**config.mk**
```make
export PLATFORM = sky130hd
export DESIGN_NAME = mc_ctrl_flat
export DESIGN_NICKNAME = d
export VERILOG_FILES = /design/src/rtl/mc_ctrl_pkg.sv /design/src/rtl/mc_ctrl_if.sv /design/src/rtl/mc_ctrl_dec.sv /design/src/rtl/mc_ctrl.sv /design/src/flat_wrapper.sv
export SDC_FILE = /design/constraint.sdc
export NUM_CORES = 1
export LEC_CHECK = 0
export CAP_MARGIN = 15
export CORE_MARGIN = 10
export CORE_UTILIZATION = 40
export DETAILED_ROUTE_END_ITERATION = 7
export HOLD_SLACK_MARGIN = 0.15
export PLACE_DENSITY = 0.69
export SLEW_MARGIN = 20
export SYNTH_ARGS = -nofsm -noshare
export SYNTH_HDL_FRONTEND = slang
export SYNTH_SLANG_ARGS = --single-unit
```
**constraint.sdc**
```tcl
create_clock -name clk -period 2.5 [get_ports clk]
set_input_delay 0.25 -clock clk [delete_from_list [all_inputs] [get_ports clk]]
set_output_delay 0.25 -clock clk [all_outputs]
set_load 0.02 [all_outputs]
```
**src/rtl/mc_ctrl_pkg.sv**
```systemverilog
// Shared encodings for the multi-cycle controller: state codes, datapath
// select/opcode encodings, decoded instruction classes and opcode/funct values.
package mc_ctrl_pkg;

    typedef enum logic [2:0] {
        FETCH  = 3'b000,
        DECODE = 3'b001,
        EXEC   = 3'b010,
        MEM    = 3'b011,
        WB     = 3'b100
    } state_t;

    typedef enum logic [3:0] {
        CLS_RALU,
        CLS_SHIFT,
        CLS_JR,
        CLS_J,
        CLS_JAL,
        CLS_BEQ,
        CLS_BNE,
        CLS_ADDI,
        CLS_ORI,
        CLS_LW,
        CLS_SW,
        CLS_ILL
    } iclass_t;

    // Register file destination select
    localparam logic [1:0] RD_RT = 2'b00;
    localparam logic [1:0] RD_RD = 2'b01;
    localparam logic [1:0] RD_RA = 2'b10;

    // ALU B-operand select
    localparam logic [1:0] ALUSRC_REG  = 2'b00;
    localparam logic [1:0] ALUSRC_IMM  = 2'b01;
    localparam logic [1:0] ALUSRC_SHA  = 2'b10;
    localparam logic [1:0] ALUSRC_ZERO = 2'b11;

    // Register file write-data select
    localparam logic [1:0] DM2REG  = 2'b00;
    localparam logic [1:0] ALU2REG = 2'b01;
    localparam logic [1:0] NPC2REG = 2'b10;

    // Next-PC select
    localparam logic [1:0] NPC_PLUS4  = 2'b00;
    localparam logic [1:0] NPC_BRANCH = 2'b01;
    localparam logic [1:0] NPC_JUMP   = 2'b10;
    localparam logic [1:0] NPC_JR     = 2'b11;

    // ALU operation
    localparam logic [3:0] ALU_ADD = 4'b0000;
    localparam logic [3:0] ALU_SUB = 4'b0001;
    localparam logic [3:0] ALU_AND = 4'b0010;
    localparam logic [3:0] ALU_OR  = 4'b0011;
    localparam logic [3:0] ALU_SLT = 4'b0100;
    localparam logic [3:0] ALU_SLL = 4'b0101;
    localparam logic [3:0] ALU_SRL = 4'b0110;

    // Primary opcodes
    localparam logic [5:0] OP_RTYPE = 6'b000000;
    localparam logic [5:0] OP_J     = 6'b000010;
    localparam logic [5:0] OP_JAL   = 6'b000011;
    localparam logic [5:0] OP_BEQ   = 6'b000100;
    localparam logic [5:0] OP_BNE   = 6'b000101;
    localparam logic [5:0] OP_ADDI  = 6'b001000;
    localparam logic [5:0] OP_ORI   = 6'b001101;
    localparam logic [5:0] OP_LW    = 6'b100011;
    localparam logic [5:0] OP_SW    = 6'b101011;

    // R-type function codes
    localparam logic [5:0] FN_ADD = 6'b100000;
    localparam logic [5:0] FN_SUB = 6'b100010;
    localparam logic [5:0] FN_AND = 6'b100100;
    localparam logic [5:0] FN_OR  = 6'b100101;
    localparam logic [5:0] FN_SLT = 6'b101010;
    localparam logic [5:0] FN_SLL = 6'b000000;
    localparam logic [5:0] FN_SRL = 6'b000010;
    localparam logic [5:0] FN_JR  = 6'b001000;

    // R-type results go to rd; everything else that writes back uses rt
    function automatic logic writes_rd(input iclass_t cls);
        return (cls == CLS_RALU) || (cls == CLS_SHIFT);
    endfunction

endpackage

```
**src/rtl/mc_ctrl_if.sv**
```systemverilog
// Controller <-> datapath bundle: instruction fields and flags in, strobes,
// selects and the retired-instruction count out.
interface mc_ctrl_if;

    logic [5:0]  Op;
    logic [5:0]  Funct;
    logic        Zero;
    logic        mem_ready;

    logic        PCWrite;
    logic        IRWrite;
    logic        RegWrite;
    logic        MemRead;
    logic        MemWrite;
    logic [1:0]  RegDst;
    logic [1:0]  ALUSrc;
    logic [1:0]  ToReg;
    logic [1:0]  NPCOp;
    logic [3:0]  ALUOp;
    logic        illegal;
    logic [31:0] retired;

    modport master (
        input  Op, Funct, Zero, mem_ready,
        output PCWrite, IRWrite, RegWrite, MemRead, MemWrite,
        output RegDst, ALUSrc, ToReg, NPCOp, ALUOp, illegal, retired
    );

    modport slave (
        output Op, Funct, Zero, mem_ready,
        input  PCWrite, IRWrite, RegWrite, MemRead, MemWrite,
        input  RegDst, ALUSrc, ToReg, NPCOp, ALUOp, illegal, retired
    );

endinterface

```
**src/rtl/mc_ctrl_dec.sv**
```systemverilog
// Combinational instruction decoder: maps Op/Funct to an instruction class,
// the ALU operation that class needs, and an illegal-instruction flag.
module mc_ctrl_dec
    import mc_ctrl_pkg::*;
(
    input  logic [5:0] op,
    input  logic [5:0] funct,
    output iclass_t    cls,
    output logic [3:0] aluop,
    output logic       illegal
);

    // Classify the instruction; anything outside the decoded set is illegal
    always_comb begin
        cls   = CLS_ILL;
        aluop = ALU_ADD;
        case (op)
            OP_RTYPE: begin
                case (funct)
                    FN_ADD:  begin cls = CLS_RALU;  aluop = ALU_ADD; end
                    FN_SUB:  begin cls = CLS_RALU;  aluop = ALU_SUB; end
                    FN_AND:  begin cls = CLS_RALU;  aluop = ALU_AND; end
                    FN_OR:   begin cls = CLS_RALU;  aluop = ALU_OR;  end
                    FN_SLT:  begin cls = CLS_RALU;  aluop = ALU_SLT; end
                    FN_SLL:  begin cls = CLS_SHIFT; aluop = ALU_SLL; end
                    FN_SRL:  begin cls = CLS_SHIFT; aluop = ALU_SRL; end
                    FN_JR:   begin cls = CLS_JR; end
                    default: begin cls = CLS_ILL; end
                endcase
            end
            OP_J:    cls = CLS_J;
            OP_JAL:  cls = CLS_JAL;
            OP_BEQ:  begin cls = CLS_BEQ;  aluop = ALU_SUB; end
            OP_BNE:  begin cls = CLS_BNE;  aluop = ALU_SUB; end
            OP_ADDI: begin cls = CLS_ADDI; aluop = ALU_ADD; end
            OP_ORI:  begin cls = CLS_ORI;  aluop = ALU_OR;  end
            OP_LW:   begin cls = CLS_LW;   aluop = ALU_ADD; end
            OP_SW:   begin cls = CLS_SW;   aluop = ALU_ADD; end
            default: cls = CLS_ILL;
        endcase
    end

    assign illegal = (cls == CLS_ILL);

endmodule

```
**src/rtl/mc_ctrl.sv**
```systemverilog
// Multi-cycle MIPS-subset controller: FETCH/DECODE/EXEC/MEM/WB sequencer that
// drives datapath strobes and selects, and counts retired instructions.
module mc_ctrl
    import mc_ctrl_pkg::*;
(
    input  logic      clk,
    input  logic      rstn,
    mc_ctrl_if.master bus
);

    state_t      state;
    state_t      next_state;
    iclass_t     cls;
    logic [3:0]  dec_aluop;
    logic        dec_illegal;

    logic        pc_write;
    logic        ir_write;
    logic        reg_write;
    logic        mem_read;
    logic        mem_write;
    logic        illegal_pulse;
    logic [1:0]  reg_dst;
    logic [1:0]  alu_src;
    logic [1:0]  to_reg;
    logic [1:0]  npc_op;
    logic [3:0]  alu_op;
    logic        retire;
    logic [31:0] retired_q;

    mc_ctrl_dec u_dec (
        .op      (bus.Op),
        .funct   (bus.Funct),
        .cls     (cls),
        .aluop   (dec_aluop),
        .illegal (dec_illegal)
    );

    // State register; reset returns to FETCH and abandons any instruction
    always_ff @(posedge clk) begin
        if (!rstn) begin
            state <= FETCH;
        end else begin
            state <= next_state;
        end
    end

    // Next-state and output decode for the current state and instruction class
    always_comb begin
        next_state    = state;
        pc_write      = 1'b0;
        ir_write      = 1'b0;
        reg_write     = 1'b0;
        mem_read      = 1'b0;
        mem_write     = 1'b0;
        illegal_pulse = 1'b0;
        reg_dst       = RD_RT;
        alu_src       = ALUSRC_REG;
        to_reg        = DM2REG;
        npc_op        = NPC_PLUS4;
        alu_op        = ALU_ADD;
        case (state)
            FETCH: begin
                mem_read = 1'b1;
                if (bus.mem_ready) begin
                    ir_write   = 1'b1;
                    pc_write   = 1'b1;
                    npc_op     = NPC_PLUS4;
                    next_state = DECODE;
                end
            end
            DECODE: begin
                case (cls)
                    CLS_J: begin
                        pc_write   = 1'b1;
                        npc_op     = NPC_JUMP;
                        next_state = FETCH;
                    end
                    CLS_JAL: begin
                        pc_write   = 1'b1;
                        npc_op     = NPC_JUMP;
                        reg_write  = 1'b1;
                        reg_dst    = RD_RA;
                        to_reg     = NPC2REG;
                        next_state = FETCH;
                    end
                    CLS_JR: begin
                        pc_write   = 1'b1;
                        npc_op     = NPC_JR;
                        next_state = FETCH;
                    end
                    CLS_ILL: begin
                        illegal_pulse = dec_illegal;
                        next_state    = FETCH;
                    end
                    default: next_state = EXEC;
                endcase
            end
            EXEC: begin
                case (cls)
                    CLS_RALU: begin
                        alu_src    = ALUSRC_REG;
                        alu_op     = dec_aluop;
                        next_state = WB;
                    end
                    CLS_SHIFT: begin
                        alu_src    = ALUSRC_SHA;
                        alu_op     = dec_aluop;
                        next_state = WB;
                    end
                    CLS_ADDI, CLS_ORI: begin
                        alu_src    = ALUSRC_IMM;
                        alu_op     = dec_aluop;
                        next_state = WB;
                    end
                    CLS_LW, CLS_SW: begin
                        alu_src    = ALUSRC_IMM;
                        alu_op     = dec_aluop;
                        next_state = MEM;
                    end
                    CLS_BEQ, CLS_BNE: begin
                        alu_src = ALUSRC_REG;
                        alu_op  = dec_aluop;
                        if ((cls == CLS_BEQ && bus.Zero) || (cls == CLS_BNE && !bus.Zero)) begin
                            pc_write = 1'b1;
                            npc_op   = NPC_BRANCH;
                        end
                        next_state = FETCH;
                    end
                    default: next_state = FETCH;
                endcase
            end
            MEM: begin
                case (cls)
                    CLS_LW: begin
                        mem_read = 1'b1;
                        if (bus.mem_ready) begin
                            next_state = WB;
                        end
                    end
                    CLS_SW: begin
                        mem_write = 1'b1;
                        if (bus.mem_ready) begin
                            next_state = FETCH;
                        end
                    end
                    default: next_state = FETCH;
                endcase
            end
            WB: begin
                reg_write  = 1'b1;
                reg_dst    = writes_rd(cls) ? RD_RD : RD_RT;
                to_reg     = (cls == CLS_LW) ? DM2REG : ALU2REG;
                next_state = FETCH;
            end
            default: next_state = FETCH;
        endcase
    end

    // An instruction retires when control returns to FETCH, except for an illegal one
    assign retire = (state != FETCH) && (next_state == FETCH) &&
                    !((state == DECODE) && dec_illegal);

    // Retired-instruction counter, wrapping naturally at 32 bits
    always_ff @(posedge clk) begin
        if (!rstn) begin
            retired_q <= '0;
        end else if (retire) begin
            retired_q <= retired_q + 32'd1;
        end
    end

    assign bus.PCWrite  = rstn & pc_write;
    assign bus.IRWrite  = rstn & ir_write;
    assign bus.RegWrite = rstn & reg_write;
    assign bus.MemRead  = rstn & mem_read;
    assign bus.MemWrite = rstn & mem_write;
    assign bus.illegal  = rstn & illegal_pulse;
    assign bus.RegDst   = rstn ? reg_dst : 2'b00;
    assign bus.ALUSrc   = rstn ? alu_src : 2'b00;
    assign bus.ToReg    = rstn ? to_reg  : 2'b00;
    assign bus.NPCOp    = rstn ? npc_op  : 2'b00;
    assign bus.ALUOp    = rstn ? alu_op  : 4'b0000;
    assign bus.retired  = retired_q;

endmodule

```
**src/flat_wrapper.sv**
```systemverilog
// flat-port wrapper written by rule: the top's interface ports become plain ports
module mc_ctrl_flat import mc_ctrl_pkg::*;
  (clk, rstn, bus_Op, bus_Funct, bus_Zero, bus_mem_ready, bus_PCWrite, bus_IRWrite, bus_RegWrite, bus_MemRead, bus_MemWrite, bus_RegDst, bus_ALUSrc, bus_ToReg, bus_NPCOp, bus_ALUOp, bus_illegal, bus_retired);
  mc_ctrl_if bus_i ();
  input  logic clk;
  input  logic rstn;
  input wire logic [$bits(bus_i.Op)-1:0] bus_Op;
  input wire logic [$bits(bus_i.Funct)-1:0] bus_Funct;
  input wire logic [$bits(bus_i.Zero)-1:0] bus_Zero;
  input wire logic [$bits(bus_i.mem_ready)-1:0] bus_mem_ready;
  output wire logic [$bits(bus_i.PCWrite)-1:0] bus_PCWrite;
  output wire logic [$bits(bus_i.IRWrite)-1:0] bus_IRWrite;
  output wire logic [$bits(bus_i.RegWrite)-1:0] bus_RegWrite;
  output wire logic [$bits(bus_i.MemRead)-1:0] bus_MemRead;
  output wire logic [$bits(bus_i.MemWrite)-1:0] bus_MemWrite;
  output wire logic [$bits(bus_i.RegDst)-1:0] bus_RegDst;
  output wire logic [$bits(bus_i.ALUSrc)-1:0] bus_ALUSrc;
  output wire logic [$bits(bus_i.ToReg)-1:0] bus_ToReg;
  output wire logic [$bits(bus_i.NPCOp)-1:0] bus_NPCOp;
  output wire logic [$bits(bus_i.ALUOp)-1:0] bus_ALUOp;
  output wire logic [$bits(bus_i.illegal)-1:0] bus_illegal;
  output wire logic [$bits(bus_i.retired)-1:0] bus_retired;
  assign bus_i.Op = bus_Op;
  assign bus_i.Funct = bus_Funct;
  assign bus_i.Zero = bus_Zero;
  assign bus_i.mem_ready = bus_mem_ready;
  assign bus_PCWrite = bus_i.PCWrite;
  assign bus_IRWrite = bus_i.IRWrite;
  assign bus_RegWrite = bus_i.RegWrite;
  assign bus_MemRead = bus_i.MemRead;
  assign bus_MemWrite = bus_i.MemWrite;
  assign bus_RegDst = bus_i.RegDst;
  assign bus_ALUSrc = bus_i.ALUSrc;
  assign bus_ToReg = bus_i.ToReg;
  assign bus_NPCOp = bus_i.NPCOp;
  assign bus_ALUOp = bus_i.ALUOp;
  assign bus_illegal = bus_i.illegal;
  assign bus_retired = bus_i.retired;
  mc_ctrl u_core (.clk(clk), .rstn(rstn), .bus(bus_i));
endmodule
```
# Yosys cells after proc, flatten, opt, wreduce, memory -nomap -nowiden
# Index checks and enable logic that the tools add are counted.
# word_totals
register_bits	35
latchBits	0
mem_bits_rw	0
rom_bits	0
input_bits	16
out_inout_bits	50
word_cells	108
mem_count	0
# classes
addsub	1
mul	0
div	0
magnitude_cmp	0
n_eq_ne	30
shift	0
n_mux	43
bitwise	6
reduce_logical	26
# ops
op	n
6-bit equality test (second input constant)	7
4-bit one-hot mux with 9 select lines	1
32-bit by 1-bit adder with 32-bit output (second input constant)	1
2-bit one-hot mux with 2 select lines	5
6-bit by 2-bit equality test with 1-bit output (second input constant)	3
6-bit by 4-bit equality test with 1-bit output (second input constant)	3
3-bit one-hot mux with 6 select lines	1
4-bit by 3-bit equality test with 1-bit output (second input constant)	4
4-bit equality test (second input constant)	4
2-bit two-way mux	8
1-bit two-way mux	14
6-bit by 3-bit equality test with 1-bit output (second input constant)	2
6-bit zero test	2
3-bit two-way mux	4
3-bit one-hot mux with 2 select lines	2
3-bit one-hot mux with 4 select lines	1
4-bit one-hot mux with 3 select lines	1
4-bit OR reduction	3
2-bit OR reduction	5
3-bit one-hot mux with 3 select lines	1
4-bit by 2-bit equality test with 1-bit output (second input constant)	2
4-bit two-way mux	2
8-bit OR reduction	1
1-bit AND	6
other kinds (14)	23

# Longest topological paths before layout
# Gate-level depths: netlist of run 1.
# logic_depth
depth_word	11
depth_mapped	9
ltp_nobuf	8

# Hierarchy
# A second synthesis of run 1 with hierarchy kept.
# hier_totals
cells_unflattened	362
area_unflattened_um2	2760.1
# by_module_without_submodules
module	instances	cells_per_inst	area_each_um2	seq_area_each_um2
mc_ctrl	1	294	2342.2	700.7
mc_ctrl_dec	1	68	417.9	0.0

# Worst setup path after synthesis of run 1
# OpenSTA, ideal clock, no wires.
# synth_path
path_type	input to output
from	input port bus_Op[3]
to	output port bus_illegal
arrival_ns	1.989
required_time_ns	2.250
path_slack_ns	0.261
stages	7
path_buffers	2
cell_sequence	buf_2 > buf_1 > xor2_1 > nor3_1 > a211oi_1 > a211oi_2 > nor4_1
# synth_via
elab_chain_cells	6
word_cells_on_any_way	14
classes_between	eq/ne: 9; mux: 3; bitwise: 1; reduce/logical: 1
# synth_rtl
element	line	text
from (decl)	flat_wrapper.sv:7	input wire logic [$bits(bus_i.Op)-1:0] bus_Op;
6-bit equality test, or another cell as far along	mc_ctrl_dec.sv:17	case (op)
4-bit one-hot mux with 9 select lines (*)	mc_ctrl_dec.sv:17	
4-bit equality test (*)	mc_ctrl_dec.sv:43, mc_ctrl.sv:73	
1-bit two-way mux (*)	mc_ctrl.sv:73	case (cls)
1-bit two-way mux (*)	mc_ctrl.sv:62	case (state)
1-bit AND (*)	mc_ctrl.sv:178	assign bus.illegal = rstn & illegal_pulse;
to (decl)	flat_wrapper.sv:21	output wire logic [$bits(bus_i.illegal)-1:0] bus_illegal;
# Mark *: on every way between the ends. The rest lies on a longest branch, timed or not.

# Worst setup path in the final report of run 1
# layout_path
from	input port bus_Funct[2]
to	output port bus_PCWrite
# layout_via
elab_chain_cells	11
word_cells_on_any_way	27
classes_between	eq/ne: 12; mux: 6; bitwise: 1; reduce/logical: 8
# layout_rtl
element	line	text
from (decl)	flat_wrapper.sv:8	input wire logic [$bits(bus_i.Funct)-1:0] bus_Funct;
6-bit equality test, or another cell as far along	mc_ctrl_dec.sv:19	case (funct)
5-bit OR reduction (no source line) or 2-bit OR reduction (tied branches)	n/a	
4-bit one-hot mux with 3 select lines (*)	mc_ctrl_dec.sv:19	
4-bit one-hot mux with 9 select lines (*)	mc_ctrl_dec.sv:17	
4-bit by 3-bit equality test with 1-bit output	mc_ctrl.sv:100, mc_ctrl.sv:124	
1-bit logical AND	mc_ctrl.sv:124	if ((cls == CLS_BEQ && bus.Zero) || (cls == CLS_BNE && !bus.Zero)) begin
1-bit logical OR	mc_ctrl.sv:124	
1-bit two-way mux	mc_ctrl.sv:124	
1-bit two-way mux	mc_ctrl.sv:100	case (cls)
1-bit one-hot mux with 3 select lines (*)	mc_ctrl.sv:62	
1-bit AND (*)	mc_ctrl.sv:173	assign bus.PCWrite = rstn & pc_write;
to (decl)	flat_wrapper.sv:11	output wire logic [$bits(bus_i.PCWrite)-1:0] bus_PCWrite;
# Marks and branches as above.

==> results of run 1 <==
-- kinds of logic (layout without fill, tap and decap cells) --
family / after synthesis / after routing / share of synthesized area (%)
compound gates: 84 / 85 / 22.47
flops: 35 / 35 / 28.28
simple gates: 170 / 171 / 37.93
mux: 1 / 1 / 0.4041
buf+inv: 27 / 144 / 5.656
fa+ha+maj: 1 / 1 / 0.5050
other cells: 1 / 1 / 0.1514
xor+xnor: 13 / 13 / 4.596
-- worst paths after layout --
check                              start                      to  slack (ns)  depth (start not counted)
setup / recovery            bus_Funct[2]             bus_PCWrite         0.1                         10
hold / removal    u_core.bus.retired[31]  u_core.bus.retired[31]        0.50                          2
setup reg to reg   u_core.bus.retired[8]  u_core.bus.retired[27]        0.29                          8
hold reg to reg   u_core.bus.retired[31]  u_core.bus.retired[31]        0.50                          2
-- power by group through the flow --
stage / logic, uW / clock network, uW / registers, uW
after floorplan: 124 / 0 / 581
after global placement: 249 / 0 / 578
after detailed placement: 252 / 0 / 579
after CTS: 269 / 466 / 566
after global routing: 299 / 493 / 567
final: 276 / 458 / 566
-- layout make-up --
type / count / area, um^2
fillers: 545 / 2133
multi-input cells: 272 / 1765
repair buffers: 127 / 1124
flip-flops and latches: 35 / 701.9
clock buffers: 7 / 96.34
well taps: 75 / 93.84
inverters: 9 / 33.78
clock inverters: 1 / 7.507
-- worst max-delay path: cells and delay by family --
kind | cells | cell delay [ns]
compound gates | 5 | 0.97
buf+inv | 4 | 0.75
simple gates | 1 | 0.19
-- sequential cells by signal, summed over array words and instances, names as in the netlist --
| name | flops |
|---|---|
| u_core.state | 3 |
| u_core.bus.retired | 32 |
-- cells in the final DEF, fill, tap and decap left out, types with 8 or more instances in the layout --
cell and count:
a21oi_1 21, buf_4 61, clkdlybuf4s50_1 38, dfxtp_1 34, dlygate4sd2_1 13, inv_1 9, nand2_1 28, nand3_1 18
nand4_1 8, nor2_1 35, nor3_1 10, o21ai_0 18, or3_1 15, xor2_1 10
-- metal layers --
| layer | vias up | GRT usage, % | part of all wire [%] |
|---|---|---|---|
| li1 | 1467 | - | - |
| met1 | 1403 | 19.56 | 46 |
| met2 | 62 | 25.37 | 48 |
| met3 | 6 | 3.911 | 5.4 |
| met4 | 0 | 4.631 | 0.59 |
| met5 | - | 0 | 0 |
-- stage by stage --
stage / area, um^2 / hold WS, ns / setup TNS (ns) / total power (uW) / worst slack (ns)
floorplan: 2477 / 0.4225 / 0 / 704.8 / 0.2608
global placement: 3541 / 0.4630 / -12.21 / 827.1 / -0.5215
detailed placement: 3541 / 0.4843 / -13.60 / 830.5 / -0.5398
CTS: 3754 / 0.4964 / 0 / 1301 / 0.001879
global route: 3822 / 0.5038 / 0 / 1358 / 0.009213
finish: 3822 / 0.5005 / 0 / 1299 / 0.09848
-- repair_timing --
action                                  CTS  global route
pin swaps                                 8            11
setup buffers                             4             1
endpoints found under the setup margin   20            42
gates cloned                              2             0
resized for setup                        50            24
==> summary.md, run 1 <==
| Metric | Value |
|---|---|
| Diode count | `0` |
| Max Clock Freq | `roughly 420 MHz` |
| Clock power frac | `a little over a third` |
| Syn_area_per_cell | `7.462 um^2` |
| Layout area overhead | `54.29%` |
| # H-tree levels | `2` |
| Worst IR Drop VDD | `~0.00026 V` |
| Mapped cell area | `between 0.002 and 0.0025 mm^2` |
| #FFs+latches synth | `35` |
| Congestion Overflow GR | `0` |
| Synth cell count leaders | `nor2_1, dfxtp_1, nand2_1, a21oi_1, o21ai_0` |
| Async SR Flop Fraction | `0%` |
| Post-synth net total | `roughly 350` |
| DR WL/cell | `approximately 15 um` |
| First-pass GRT wire length | `between 10 and 15 mm` |
| Yosys top cell by area | `dfxtp_1` |
| Comb pwr share | `21.2%` |
| P_leak | `between 0.001 and 0.0015 uW` |
| Warnings, synthesis | `0` |
| Yosys top cell area share | `about 28%` |
| Clk buf depth | `2` |
| Clk slew on worst S/H paths | `0.07 ns` |
| Final nets | `between 400 and 500` |
| Routability congestion estimate | `around 0.87` |
| Layout Utilization | `~64%` |
| Crit-path cells | `dlygate4sd2_1 -> buf_4 -> and3b_1 -> o21ai_1 -> a311o_2 -> buf_12 -> a31oi_4 -> a211oi_2 -> o21a_1 -> buf_4` |
| Die X | `around 99 um` |
| Worst Path Required | `2.25 ns` |
| Endpoint class of the critical path | `primary output` |
| Clk Latency, worst-skew pair | `just under 0.3 ns` |
| EDFF count, synth | `0` |
| Top cells by area, synth | `dfxtp_1, nor2_1, a21oi_1` |
| Sequential fraction of the synthesis area | `roughly 28%` |
| # rows | `28` |
| DIE HEIGHT | `98.70 um` |
| Worst min-delay path category | `reg2reg` |
| Vias in the first global route | `approximately 2800` |
| CP Launch Type | `input port` |
| RSZ-0062 raised after global routing | `false` |
| TritonCTS clock tree | `yes` |
| Buffers on Ports | `between 60 and 70` |
| Pint | `~950 uW` |
| Switching Share | `roughly 27%` |
| Post-route clock skew | `0.005181 ns` |
| Core Box Area | `slightly below 0.006 mm^2` |
| Cell mode on critical path | `buf_4` |
| CTS buffer count | `5` |
| Most common cell in the synthesized netlist | `nor2_1` |
| Unique masters post-synth | `61` |
| Mapped Cells | `around 330` |
| Top-Level Pins | `66` |
| Max Slew Vio Count | `0` |
| Top_reg_cell synth | `dfxtp_1` |
| Total track usage | `roughly 16%` |
| Vias per cell | `5.586` |
| CP peak stage delay | `0.44 ns` |
| Hold Fails Final Rpt | `0` |
| Initial antenna violation count | `0` |
| Routed vias | `between 2000 and 3000` |
| Net Sw Power | `approximately 350 uW` |
| Detailed-route wire length | `between 7 and 8 mm` |
| Critical path's slowest cell | `a311o_2` |
| Critical path peak fanout | `6` |
| Dpl cells | `about 510` |
| Remaining antenna violation count | `0` |
| # clock sinks | `35` |
| Initial DRC Count | `roughly 150` |
| Max cap viols | `0` |
| Die Footprint | `around 0.0097 mm^2` |
| Clock root cell | `clkbuf_8` |
| First-pass iteration count of the detailed router | `4` |
| Starting Density | `around two fifths` |
| DRC | `0` |
| Pwr dens | `339.9 mW/mm^2` |
| Detailed Place HPWL | `5.930 mm` |
| Setup-failing EPs final | `0` |
| Filler-free cell count of the finished design | `between 500 and 600` |
| Largest net degree at the start of global routing | `30` |
| Cts hold-fix bufs | `0` |
| Status | `finished, final reports clean` |
| WP data arrival | `roughly 2.2 ns` |
| Share of layout cells above drive strength 1 | `between 20% and 30%` |
| Setup CP Type | `in2out` |
| Min Tclk post-route | `between 2 and 2.5 ns` |
| Final period util | `about 96%` |
| Reg power frac | `a little over two fifths` |
Power figures use the tool's default switching activity.
==> run 2: changes to the inputs <==
--- a/config.mk
+++ b/config.mk
@@ -10,5 +10,5 @@
 export CORE_UTILIZATION = 40
 export DETAILED_ROUTE_END_ITERATION = 7
-export HOLD_SLACK_MARGIN = 0.15
+export HOLD_SLACK_MARGIN = 0.12
 export PLACE_DENSITY = 0.69
 export SLEW_MARGIN = 20
==> constraint.sdc (replaced) <==
create_clock -name clk -period 2.5 [get_ports clk]
set_input_delay 0.25 -clock clk [delete_from_list [all_inputs] [get_ports clk]]
set_output_delay 0.25 -clock clk [all_outputs]
set_load 0.1 [all_outputs]
==> summary.md, run 2 (synthesis gave the netlist of run 1 again) <==
| Metric | Value |
|---|---|
| Status | `finished, final reports clean` |
| TritonCTS clock tree | `yes` |
| Die Footprint | `0.009742 mm^2 (unchanged)` |
| Comb pwr share | `23.7% (+2.5 points)` |
| Buffers on Ports | `64 (unchanged)` |
| Final setup TNS | `0 ns (unchanged)` |
| DRC | `0 (unchanged)` |
| Pint | `976.1 uW (+3.2%)` |
| R2R Path End | `u_core.bus.retired[23]` |
| Worst Path Required | `2.25 ns (about the same)` |
| Routability congestion estimate | `0.9288 (+6.7%)` |
| # rows | `28 (unchanged)` |
| Vias in the first global route | `2654 (-5.6%)` |
| Diode count | `0 (unchanged)` |
| # H-tree levels | `2 (unchanged)` |
| Endpoint class of the critical path | `primary output` |
| Cts hold-fix bufs | `0 (unchanged)` |
| Max Slew Vio Count | `0 (unchanged)` |
| Reg power frac | `40.6% (-2.9 points)` |
| DIE HEIGHT | `98.70 um (unchanged)` |
| Vias per cell | `5.520 (-1.2%)` |
| # clock sinks | `35 (unchanged)` |
| Congestion Overflow GR | `0 (unchanged)` |
| Clock power frac | `35.8% (+0.6 points)` |
| Detailed-route wire length | `7.962 mm (+0.30%)` |
| Critical path's slowest cell | `a211oi_1` |
| Commonest non-fill, non-tap cells in the layout | `buf_4, nor2_1, nand2_1` |
| DR WL/cell | `15.40 um (+2.0%)` |
| Switching Share | `29.64% (+2.4 points)` |
| Pwr dens | `358.4 mW/mm^2 (+5.4%)` |
| Layout area overhead | `56.26%` |
| Reg2reg setup slack | `0.24 ns (-0.05 ns)` |
| Pwr Total | `1387 uW (+6.8%)` |
| Largest register FFs | `32 (unchanged)` |
| RSZ-0062 raised after global routing | `false` |
| Area after DPL | `0.003677 mm^2 (+3.9%)` |
| Core Box Area | `0.005956 mm^2 (unchanged)` |
| Remaining antenna violation count | `0 (unchanged)` |
| Worst r2r path cells | `7 (-1)` |
| Max cap viols | `0 (unchanged)` |
| Hold depth | `2 (unchanged)` |
| Design Area, Final | `0.003871 mm^2 (+1.3%)` |
| Total track usage | `15.83% (+0.31 points)` |
| Leading cell type in the layout, fill and taps excluded | `buf_4` |
| Max Clock Freq | `416.2 MHz (about the same)` |
| Worst min-delay path category | `reg2reg` |
| Final nets | `458 (-1.9%)` |
| P_leak | `0.001474 uW (+0.92%)` |
| CP peak stage delay | `0.46 ns (+0.02 ns)` |
| Critical path's top delay family | `buffers and inverters` |
| Min Tclk post-route | `2.403 ns (+0.001377 ns)` |
| Clk Latency, worst-skew pair | `0.30 ns (about the same)` |
| Clk slew on worst S/H paths | `0.07 ns (about the same)` |
| Starting Density | `41.60% (unchanged)` |
| Hold Fails Final Rpt | `0 (unchanged)` |
| Post-route clock skew | `0.005984 ns (+0.0008034 ns)` |
| Routed vias | `2854 (-2.9%)` |
| Initial DRC Count | `172 (+19%)` |
| CP Launch Type | `input port` |
| Setup-failing EPs final | `0 (unchanged)` |
| Cell mode on critical path | `buf_4` |
| Die X | `98.70 um (unchanged)` |
| Measured slew at the worst slew-check pin | `~0.64 ns` |
| Critical path buffer and inverter count | `4 (unchanged)` |
| Hold Path Origin | `u_core.bus.retired[31]` |
| Clk buf depth | `2 (unchanged)` |
| Clock root cell | `clkbuf_8` |
| Initial antenna violation count | `0 (unchanged)` |
| Share of layout cells above drive strength 1 | `38.01% (+13 points)` |
| Worst IR Drop VDD | `0.0003181 V (+24%)` |
| Setup CP Type | `in2out` |
| Top-Level Pins | `66 (unchanged)` |
| Net Sw Power | `411.2 uW (+16%)` |
| Final period util | `96.12% (about the same)` |
| CTS buffer count | `5 (unchanged)` |
| Detailed Place HPWL | `6.365 mm (+7.3%)` |
| WP data arrival | `2.15 ns (about the same)` |
| Reg-to-Reg Start | `u_core.bus.retired[8]` |
| First-pass iteration count of the detailed router | `5 (+1)` |
| Worst Hold End | `u_core.bus.retired[31]` |
| Crit-path cells | `dlygate4sd2_1 -> xor2_1 -> nor3_1 -> a211oi_1 -> a211oi_4 -> buf_4 -> buf_4 -> nor4_4 -> buf_12` |
| Worst relative slew slack | `between 50% and 60%` |
| First-pass GRT wire length | `13.13 mm (+0.26%)` |
| Largest net degree at the start of global routing | `20 (-33%)` |
| Critical path peak fanout | `4 (-2)` |
run 2: cell types whose count changed in the layout (fill, tap and decap cells not counted), sizes merged:
cell           change
buf               +40
clkdlybuf4s50     -34
dlygate4sd2       -11
dlymetal6s2s       -5
clkbuf             +4
a311o              -1
clkdlybuf4s15      -1
clkinv             +1
clkinvlp           -1
nand3              -1
run 2: area by class of cell:
class / instances / area, um^2
timing repair buffer: 120 / 1132
inverter: 9 / 33.78
clock buffer: 7 / 107.6
sequential: 35 / 723.2
clock inverter: 1 / 5.005
fill: 538 / 2085
multi-input combinational: 270 / 1775
tap: 75 / 93.84
run 2: repair_timing:
item                                    4_1_cts  5_1_grt
endpoints found under the setup margin        9        3
buffers inserted                              3        1
pin swaps                                    10        7
resized for setup                            28       18
run 2: metrics by stage:
step | hold slack (ns) | cells | setup WS [ns] | utilization [%]
detailed placement | 0.4824 | 505 | -0.3645 | 61.74
finish | 0.4866 | 517 | 0.09711 | 65.00
floorplan | 0.4225 | 332 | -0.3044 | -
global placement | 0.4635 | 505 | -0.2948 | 61.74
global route | 0.5308 | 517 | 0.01019 | 65.00
CTS | 0.4925 | 516 | 0.06856 | 65.04
run 2: worst max-delay path by stage:
stage	start	end	slack, ns	cells past startpoint
floorplan	bus_Op[3]	bus_ALUOp[0]	-0.30	6
global placement	bus_Funct[1]	u_core.bus.retired[7]	-0.29	10
detailed placement	bus_Funct[5]	bus_NPCOp[0]	-0.36	9
CTS	bus_Op[5]	bus_PCWrite	0.07	9
global route	bus_Op[3]	bus_NPCOp[0]	0.01	10
finish	bus_Op[3]	bus_illegal	0.1	9
run 2: metal layers:
metal | wire [um] | up-vias | GRT usage, %
li1 | - | 1437 | -
met1 | 3588 | 1346 | 20.41
met2 | 3793 | 65 | 25.06
met3 | 506 | 6 | 5.028
met4 | 74 | 0 | 3.638
met5 | 0 | - | 0
run 2: power groups by stage:
stage / clock network [uW] / logic [uW] / registers (uW)
3_5_place_dp: 0 / 317 / 575
3_3_place_gp: 0 / 314 / 575
6_report: 496 / 328 / 563
5_1_grt: 529 / 350 / 563
4_1_cts: 502 / 327 / 563
2_1_floorplan: 0 / 165 / 593
run 2: tightest hold or removal path: stages, from the launching register on:
cell and delay, ns:
dfxtp_1 0.32, o31ai_1 0.06, a21oi_1 0.05
